==> src/rtl/systema_pio_pkg.sv <==
// Shared register map and control-bit positions for the debounced PIO.
package systema_pio_pkg;

   typedef enum logic [2:0] {
      ADDR_DATA = 3'd0,
      ADDR_RAW  = 3'd1,
      ADDR_MASK = 3'd2,
      ADDR_EDGE = 3'd3,
      ADDR_RISE = 3'd4,
      ADDR_FALL = 3'd5,
      ADDR_CTRL = 3'd6
   } pio_addr_e;

   localparam int unsigned CTRL_BYPASS_BIT = 0;

endpackage

==> src/rtl/systema_pio_db_chan.sv <==
// One input channel: two-flop synchroniser, debounce counter, accepted
// (stable) level and its one-cycle-delayed copy for edge detection.
module systema_pio_db_chan #(
   parameter int unsigned DB_CYCLES     = 50000,
   parameter int unsigned DB_CNT_W      = 16,
   parameter logic        RESET_VAL_BIT = 1'b0
) (
   input  logic clk_i,
   input  logic rst_ni,
   input  logic in_i,
   input  logic bypass_i,
   output logic sync_o,
   output logic stable_o,
   output logic stable_prev_o
);

   localparam logic [DB_CNT_W-1:0] CNT_MAX = DB_CNT_W'(DB_CYCLES - 1);

   logic                meta_q;
   logic                sync_q;
   logic                stable_q, stable_d;
   logic                prev_q;
   logic [DB_CNT_W-1:0] cnt_q, cnt_d;

   // Accept a new level only after it has differed from the stable level for
   // DB_CYCLES consecutive samples; bypass tracks the synchroniser directly.
   always_comb begin
      stable_d = stable_q;
      cnt_d    = '0;
      if (bypass_i) begin
         stable_d = sync_q;
      end else if (sync_q != stable_q) begin
         if (cnt_q == CNT_MAX) begin
            stable_d = sync_q;
         end else begin
            cnt_d = cnt_q + DB_CNT_W'(1);
         end
      end
   end

   // Synchroniser, debounce and edge-history state.
   always_ff @(posedge clk_i or negedge rst_ni) begin
      if (!rst_ni) begin
         meta_q   <= RESET_VAL_BIT;
         sync_q   <= RESET_VAL_BIT;
         stable_q <= RESET_VAL_BIT;
         prev_q   <= RESET_VAL_BIT;
         cnt_q    <= '0;
      end else begin
         meta_q   <= in_i;
         sync_q   <= meta_q;
         stable_q <= stable_d;
         prev_q   <= stable_q;
         cnt_q    <= cnt_d;
      end
   end

   assign sync_o        = sync_q;
   assign stable_o      = stable_q;
   assign stable_prev_o = prev_q;

endmodule

==> src/rtl/systema_pio_debounce_irq.sv <==
// Avalon-MM input PIO with per-channel debounce, per-bit rise/fall edge
// capture (write-1-to-clear) and a masked level interrupt.
module systema_pio_debounce_irq
   import systema_pio_pkg::*;
#(
   parameter int unsigned      WIDTH     = 2,
   parameter int unsigned      DB_CYCLES = 50000,
   parameter int unsigned      DB_CNT_W  = 16,
   parameter logic [WIDTH-1:0] RESET_VAL = '0
) (
   input  logic             clk,
   input  logic             reset_n,
   input  logic [2:0]       address,
   input  logic             chipselect,
   input  logic             write_n,
   input  logic [31:0]      writedata,
   input  logic [WIDTH-1:0] in_port,
   output logic [31:0]      readdata,
   output logic             irq
);

   logic [WIDTH-1:0] sync_w, stable_w, prev_w, event_w, w1c_w;
   logic             wr_en;
   logic             unused_wdata;

   logic [WIDTH-1:0] mask_q,   mask_d;
   logic [WIDTH-1:0] edge_q,   edge_d;
   logic [WIDTH-1:0] rise_q,   rise_d;
   logic [WIDTH-1:0] fall_q,   fall_d;
   logic             bypass_q, bypass_d;
   logic [31:0]      rdata_q,  rdata_d;

   for (genvar g = 0; g < WIDTH; g++) begin : g_chan
      systema_pio_db_chan #(
         .DB_CYCLES     (DB_CYCLES),
         .DB_CNT_W      (DB_CNT_W),
         .RESET_VAL_BIT (RESET_VAL[g])
      ) u_chan (
         .clk_i         (clk),
         .rst_ni        (reset_n),
         .in_i          (in_port[g]),
         .bypass_i      (bypass_q),
         .sync_o        (sync_w[g]),
         .stable_o      (stable_w[g]),
         .stable_prev_o (prev_w[g])
      );
   end

   assign wr_en        = chipselect & ~write_n;
   assign event_w      = (stable_w & ~prev_w & rise_q) | (~stable_w & prev_w & fall_q);
   assign w1c_w        = (wr_en && address == ADDR_EDGE) ? writedata[WIDTH-1:0] : '0;
   assign unused_wdata = ^writedata;

   // Register writes, edge capture (set has priority over clear) and read mux.
   always_comb begin
      mask_d   = mask_q;
      rise_d   = rise_q;
      fall_d   = fall_q;
      bypass_d = bypass_q;
      edge_d   = (edge_q & ~w1c_w) | event_w;
      rdata_d  = '0;

      if (wr_en) begin
         case (address)
            ADDR_MASK: mask_d   = writedata[WIDTH-1:0];
            ADDR_RISE: rise_d   = writedata[WIDTH-1:0];
            ADDR_FALL: fall_d   = writedata[WIDTH-1:0];
            ADDR_CTRL: bypass_d = writedata[CTRL_BYPASS_BIT];
            default:   ;
         endcase
      end

      case (address)
         ADDR_DATA: rdata_d = 32'(stable_w);
         ADDR_RAW:  rdata_d = 32'(sync_w);
         ADDR_MASK: rdata_d = 32'(mask_q);
         ADDR_EDGE: rdata_d = 32'(edge_q);
         ADDR_RISE: rdata_d = 32'(rise_q);
         ADDR_FALL: rdata_d = 32'(fall_q);
         ADDR_CTRL: rdata_d = 32'(bypass_q);
         default:   rdata_d = '0;
      endcase
   end

   // Control/status registers and registered read data.
   always_ff @(posedge clk or negedge reset_n) begin
      if (!reset_n) begin
         mask_q   <= '0;
         edge_q   <= '0;
         rise_q   <= '0;
         fall_q   <= '0;
         bypass_q <= 1'b0;
         rdata_q  <= '0;
      end else begin
         mask_q   <= mask_d;
         edge_q   <= edge_d;
         rise_q   <= rise_d;
         fall_q   <= fall_d;
         bypass_q <= bypass_d;
         rdata_q  <= rdata_d;
      end
   end

   assign readdata = rdata_q;
   assign irq      = |(edge_q & mask_q);

endmodule
==> config.mk <==
export PLATFORM = sky130hd
export DESIGN_NAME = systema_pio_debounce_irq
export DESIGN_NICKNAME = d
export VERILOG_FILES = /design/src/rtl/systema_pio_pkg.sv /design/src/rtl/systema_pio_db_chan.sv /design/src/rtl/systema_pio_debounce_irq.sv
export SDC_FILE = /design/constraint.sdc
export NUM_CORES = 1
export LEC_CHECK = 0
export BUFFER_PORTS_ARGS = -buffer_cell sky130_fd_sc_hd__buf_2
export CELL_PAD_IN_SITES_DETAIL_PLACEMENT = 1
export CELL_PAD_IN_SITES_GLOBAL_PLACEMENT = 1
export CORE_UTILIZATION = 43
export DETAILED_ROUTE_END_ITERATION = 7
export GPL_ROUTABILITY_DRIVEN = 0
export HOLD_SLACK_MARGIN = 0.1
export PLACE_DENSITY_LB_ADDON = 0.1
export SLEW_MARGIN = 30
export SYNTH_ARGS = -nofsm -noshare
export SYNTH_HDL_FRONTEND = slang
export SYNTH_HIERARCHICAL = 1
export SYNTH_SLANG_ARGS = --single-unit
==> constraint.sdc <==
create_clock -name clk -period 3.85 [get_ports clk]
set_clock_uncertainty 0.2 [all_clocks]
set_input_delay 0.1925 -clock clk [delete_from_list [all_inputs] [get_ports clk]]
set_output_delay 0.1925 -clock clk [all_outputs]
set_load 0.01 [all_outputs]
# Word-level counts from Yosys, hierarchy flattened
# Index checks and enable logic that the tools add are counted.
dict set report totals {
  in_bits 41
  output_inout_bits 33
  wordCells 68
  regBits 81
}
dict set report classes {
  n_reduce_logical 13
  addsub 2
  bitwise_logic 13
  eq_ne 10
  mux 14
}
# op n
set op_table {}
lappend op_table {{16-bit two-way mux} 6}
lappend op_table {{16-bit by 1-bit adder with 16-bit output (second input constant)} 2}
lappend op_table {{16-bit == test (second input constant)} 2}
lappend op_table {{2-bit one-hot mux with 7 select lines} 1}
lappend op_table {{2-bit AND} 6}
lappend op_table {{2-bit AND reduction} 6}
lappend op_table {{3-bit == test (second input constant)} 3}
lappend op_table {{2-bit nonzero test} 4}
lappend op_table {{3-bit by 2-bit == test with 1-bit output (second input constant)} 2}
lappend op_table {{1-bit two-way mux} 6}
lappend op_table {{2-bit inverter} 3}
lappend op_table {{2-bit bitwise OR} 2}
lappend op_table {{3-bit by 1-bit == test with 1-bit output (second input constant)} 1}
lappend op_table {{3-bit logical NOT} 1}
lappend op_table {{2-bit two-way mux} 1}
lappend op_table {{1-bit inequality test} 2}
lappend op_table {{2-bit OR reduction} 1}
lappend op_table {{1-bit AND} 1}
lappend op_table {{1-bit logical AND} 1}
lappend op_table {{1-bit inverter} 1}

# Longest topological paths before layout
dict set report logic_depth {
  word_depth 7
  ltp_mapped 6
}

# Hierarchy
# The synthesis kept the hierarchy.
# mod area_each_um2 n_inst cells_each
set by_module_without_submodules {}
lappend by_module_without_submodules {systema_pio_db_chan 932.1 2 84}
lappend by_module_without_submodules {systema_pio_debounce_irq 859.6 1 83}

# Least setup slack after synthesis
# Ideal clock, no wire load.
dict set report synth_timing {
  kind {register to register}
  from {reg g_chan[0].u_chan.cnt_q[0]}
  to {reg g_chan[0].u_chan.cnt_q[10]}
  arrival_ns 1.447
  slack_ns 2.131
  period_less_slack_ns 1.719
  path_stages_with_launch 7
  setup_time_ns 0.071
  cell_sequence {dfrtp_1 ha_1 and3_2 a41oi_2 nand2_1 buf_2 nor2_1}
}
dict set report synth_between {
  elab_chain_cells 4
}
# item line
set synth_rtl {}
lappend synth_rtl {{start: declaration} systema_pio_db_chan.sv:23} ;# logic [DB_CNT_W-1:0] cnt_q, cnt_d;
lappend synth_rtl {{start signal: assignment} systema_pio_db_chan.sv:54} ;# cnt_q <= cnt_d;
lappend synth_rtl {{16-bit by 1-bit adder with 16-bit output / 16-bit == test (equally long branches)} {systema_pio_db_chan.sv:36, systema_pio_db_chan.sv:33}}
lappend synth_rtl {{16-bit two-way mux (*)} systema_pio_db_chan.sv:33} ;# if (cnt_q == CNT_MAX) begin
lappend synth_rtl {{16-bit two-way mux (*)} systema_pio_db_chan.sv:32} ;# end else if (sync_q != stable_q) begin
lappend synth_rtl {{16-bit two-way mux (*)} systema_pio_db_chan.sv:30} ;# if (bypass_i) begin
lappend synth_rtl {{named net g_chan[0].u_chan.cnt_d[10]} systema_pio_db_chan.sv:23}
# Mark *: on every way through the listed nets, which the timed path passes. The rest lies on a longest branch.
# A chain may end at the register's enable or synchronous reset.

# Final worst setup path
dict set report layout_timing {
  from {in address[0]}
  to {reg bypass_q}
}
dict set report layout_between {
  elab_chain_cells 2
}
# item line
set layout_rtl {}
lappend layout_rtl {{start: declaration} systema_pio_debounce_irq.sv:13} ;# input logic [2:0] address,
lappend layout_rtl {{3-bit == test} systema_pio_debounce_irq.sv:64} ;# case (address)
lappend layout_rtl {{2-bit AND reduction (no source line)} n/a}
lappend layout_rtl {{end signal: assignment} systema_pio_debounce_irq.sv:99} ;# bypass_q <= bypass_d;
lappend layout_rtl {{end: declaration} systema_pio_debounce_irq.sv:30} ;# logic bypass_q, bypass_d;
# No other way between the ends.

==> flow_metrics.env <==
export IMPL_p_leak_nw=1.300
export IMPL_coreArea_um2=6026
export IMPL_tightest_slew_ns=0.5098
export IMPL_netlist_instances=251
export IMPL_finalHoldViolations=0
export IMPL_fin_hold_ws_ns=0.1205
export IMPL_path_clk_slew_ns=0.09
export IMPL_fin_crit_sh_pct=55.51
export IMPL_gr_total_overflow=0
export IMPL_vdd_drop_max_mv=0.2376
export IMPL_wl_per_cell_um=14.53
export IMPL_cp_end_kind="flop"
export IMPL_via_per_inst=5.119
export IMPL_startpoint_type="input port"
export IMPL_grt_setup_unrepaired="false"
export IMPL_p_total_mw=1.194
export IMPL_num_rows=28
export IMPL_synth_flop_cell="dfrtp_1"
export IMPL_worstSetupPathType="input port to flop"
export IMPL_start_util_pct=45.20
export IMPL_synth_edf_count=0
export IMPL_outcome="completed"
export IMPL_ys_types=46
export IMPL_grt_use_total_pct=17.64
export IMPL_fp_dieH_um=81.59
export IMPL_arrival_ns=2.14
export IMPL_dp_hpwl_mm=3.710
export IMPL_preCtsSetupSlack_ns=1.749
export IMPL_synth_area_um2=2724
export IMPL_ys_warn_count=6
export IMPL_drive_gt1_share_pct=15.52
export IMPL_critPathMaxFanout=7
export IMPL_grt_max_degree=37
export IMPL_final_common_cell="dfrtp_1"
export IMPL_die_area_um2=6657
export IMPL_num_io_pins=74
export IMPL_relSlewSlack_pct=65.93
export IMPL_die_w_um=81.59
export IMPL_cts_buffer_depth=2
export IMPL_cts_tree="done"
export IMPL_fin_crit_ns=2.137
export IMPL_h_tree_depth=2
export IMPL_num_vias=1802
export IMPL_firstDrtPassIters=4
export IMPL_max_freq_ghz=0.4679
export IMPL_ant_nets=0
export IMPL_final_cell_mix="51 x dfrtp_1, 30 x conb_1, 27 x nor2_1"
export IMPL_finalNetCount=319
export IMPL_pwr_density_cell_nw_per_um2=406.1
export IMPL_syn_to_final_growth_pct=7.993
export IMPL_avgSynthCellArea_um2=10.85
export IMPL_drt_initial_drc_count=42
export IMPL_clockRootBuffer="clkbuf_8"
export IMPL_clock_sinks=51
export IMPL_seq_area_frac_synth_pct=46.85
export IMPL_finalSetupTns_ns=0
export IMPL_drcViolationCount=0
export IMPL_setup_viol=0
export IMPL_critPathRequiredTime_ns=3.85
export IMPL_async_flop_share_pct=100.0
export IMPL_stdcell_count=352
export IMPL_fin_ws_ns=1.713
export IMPL_routed_wl_mm=5.114
export IMPL_fin_util_pct=48.82
export IMPL_hold_path_class="input port to asynchronous set/reset pin"
export IMPL_clock_latency_ns=0.31
export IMPL_synth_seq_cells=51
export IMPL_placed_cells_incl_taps=335
export IMPL_antenna_found_initial=0
export IMPL_numCtsBuffers=5
export IMPL_grt_pass1_vias=1861
export IMPL_fin_area_um2=2942
export IMPL_maxSlewViolCount=0
export IMPL_io_buffer_count=13
export IMPL_n_antenna_cell=0
export IMPL_drv_cap=0
export IMPL_grt_pass1_wl_mm=8.859
export IMPL_dpl_cell_area_um2=2748
export IMPL_reg2reg_depth=5
[Yosys cell counts, types with 3 or more instances]
cell     number  area share [%]
nor3_1        6             1.1
nand2_1       6            0.83
nor2_1       27             3.7
inv_1         3            0.41
a21oi_1       5            0.92
xnor2_1      12             3.9
buf_4        30             8.3
and3_1        4            0.92
nand4_1       6             1.4
nand3_1      21             3.9
buf_2         3            0.55
dfrtp_1      51              47
xor2_1       14             4.5
o21ai_0       4            0.73
mux2_2        9             3.7
[layout make-up]
| cell class | instances | area, µm² |
|---|---|---|
| Clock buffer | 7 | 96.34 |
| Clock inverter | 1 | 7.507 |
| Fill cell | 679 | 3084 |
| Inverter | 3 | 11.26 |
| Multi-Input combinational cell | 192 | 1294 |
| Sequential cell | 51 | 1276 |
| Tap cell | 75 | 93.84 |
| Timing Repair Buffer | 23 | 162.7 |
[cell families (layout without fill, tap and decap cells)]
family,count (synthesis),after routing,share of synthesized area (%)
XOR/XNOR,26,26,8.360
AO/OA/AOI/OAI,18,18,4.915
adder cells (fa/ha/maj),2,2,0.9185
other,1,30,0.1377
buffers and inverters,37,34,9.646
flip-flops,51,51,46.85
AND/OR/NAND/NOR,102,102,22.92
multiplexers,14,14,6.247
[worst max-delay path: stages]
cell	delay [ns]
dlygate4sd3_1	0.53
buf_2	0.19
nor3b_2	0.28
nand3_1	0.12
mux2_2	0.27
dlygate4sd3_1	0.55
[layer usage]
layer | share of wire, % | GRT usage, % | vias up
met2 | 47 | 29.00 | 27
met5 | 0 | 0 | -
met3 | 2.5 | 4.000 | 5
li1 | - | - | 875
met1 | 49 | 23.14 | 895
met4 | 1.2 | 5.263 | 0
[power breakdown]
| group | internal, mW | switching (mW) |
|---|---|---|
| Sequential | 0.594 | 0.0586 |
| Combinational | 0.0868 | 0.114 |
| Clock | 0.164 | 0.177 |
[worst paths after layout]
path,from,to,slack [ns]
setup / recovery,address[0],bypass_q,1.71
hold / removal,reset_n,g_chan[0].u_chan/sync_o,0.12
setup reg to reg,g_chan[1].u_chan/cnt_q[0],g_chan[1].u_chan/cnt_q[15],1.77
hold reg to reg,g_chan[0].u_chan/meta_q,g_chan[0].u_chan/sync_o,0.16
max in group asynchronous,reset_n,g_chan[0].u_chan/cnt_q[11],2.55
min in group clk,address[1],readdata[0],0.14
[registers in the layout, indices dropped and copies added, names as in the netlist]
name,cells
bypass_q,1
fall_q,2
g_chan.u_chan/stable_prev_o,2
g_chan.u_chan/meta_q,2
g_chan.u_chan/sync_o,2
g_chan.u_chan/cnt_q,32
edge_q,2
g_chan.u_chan/stable_o,2
mask_q,2
readdata,2
rise_q,2
[what timing repair did]
action	CTS	global route
hold buffers	9	0
setup buffers	0	0
gates resized for setup	0	0
endpoints found under the hold margin	54	0
Power figures use the tool's default switching activity.
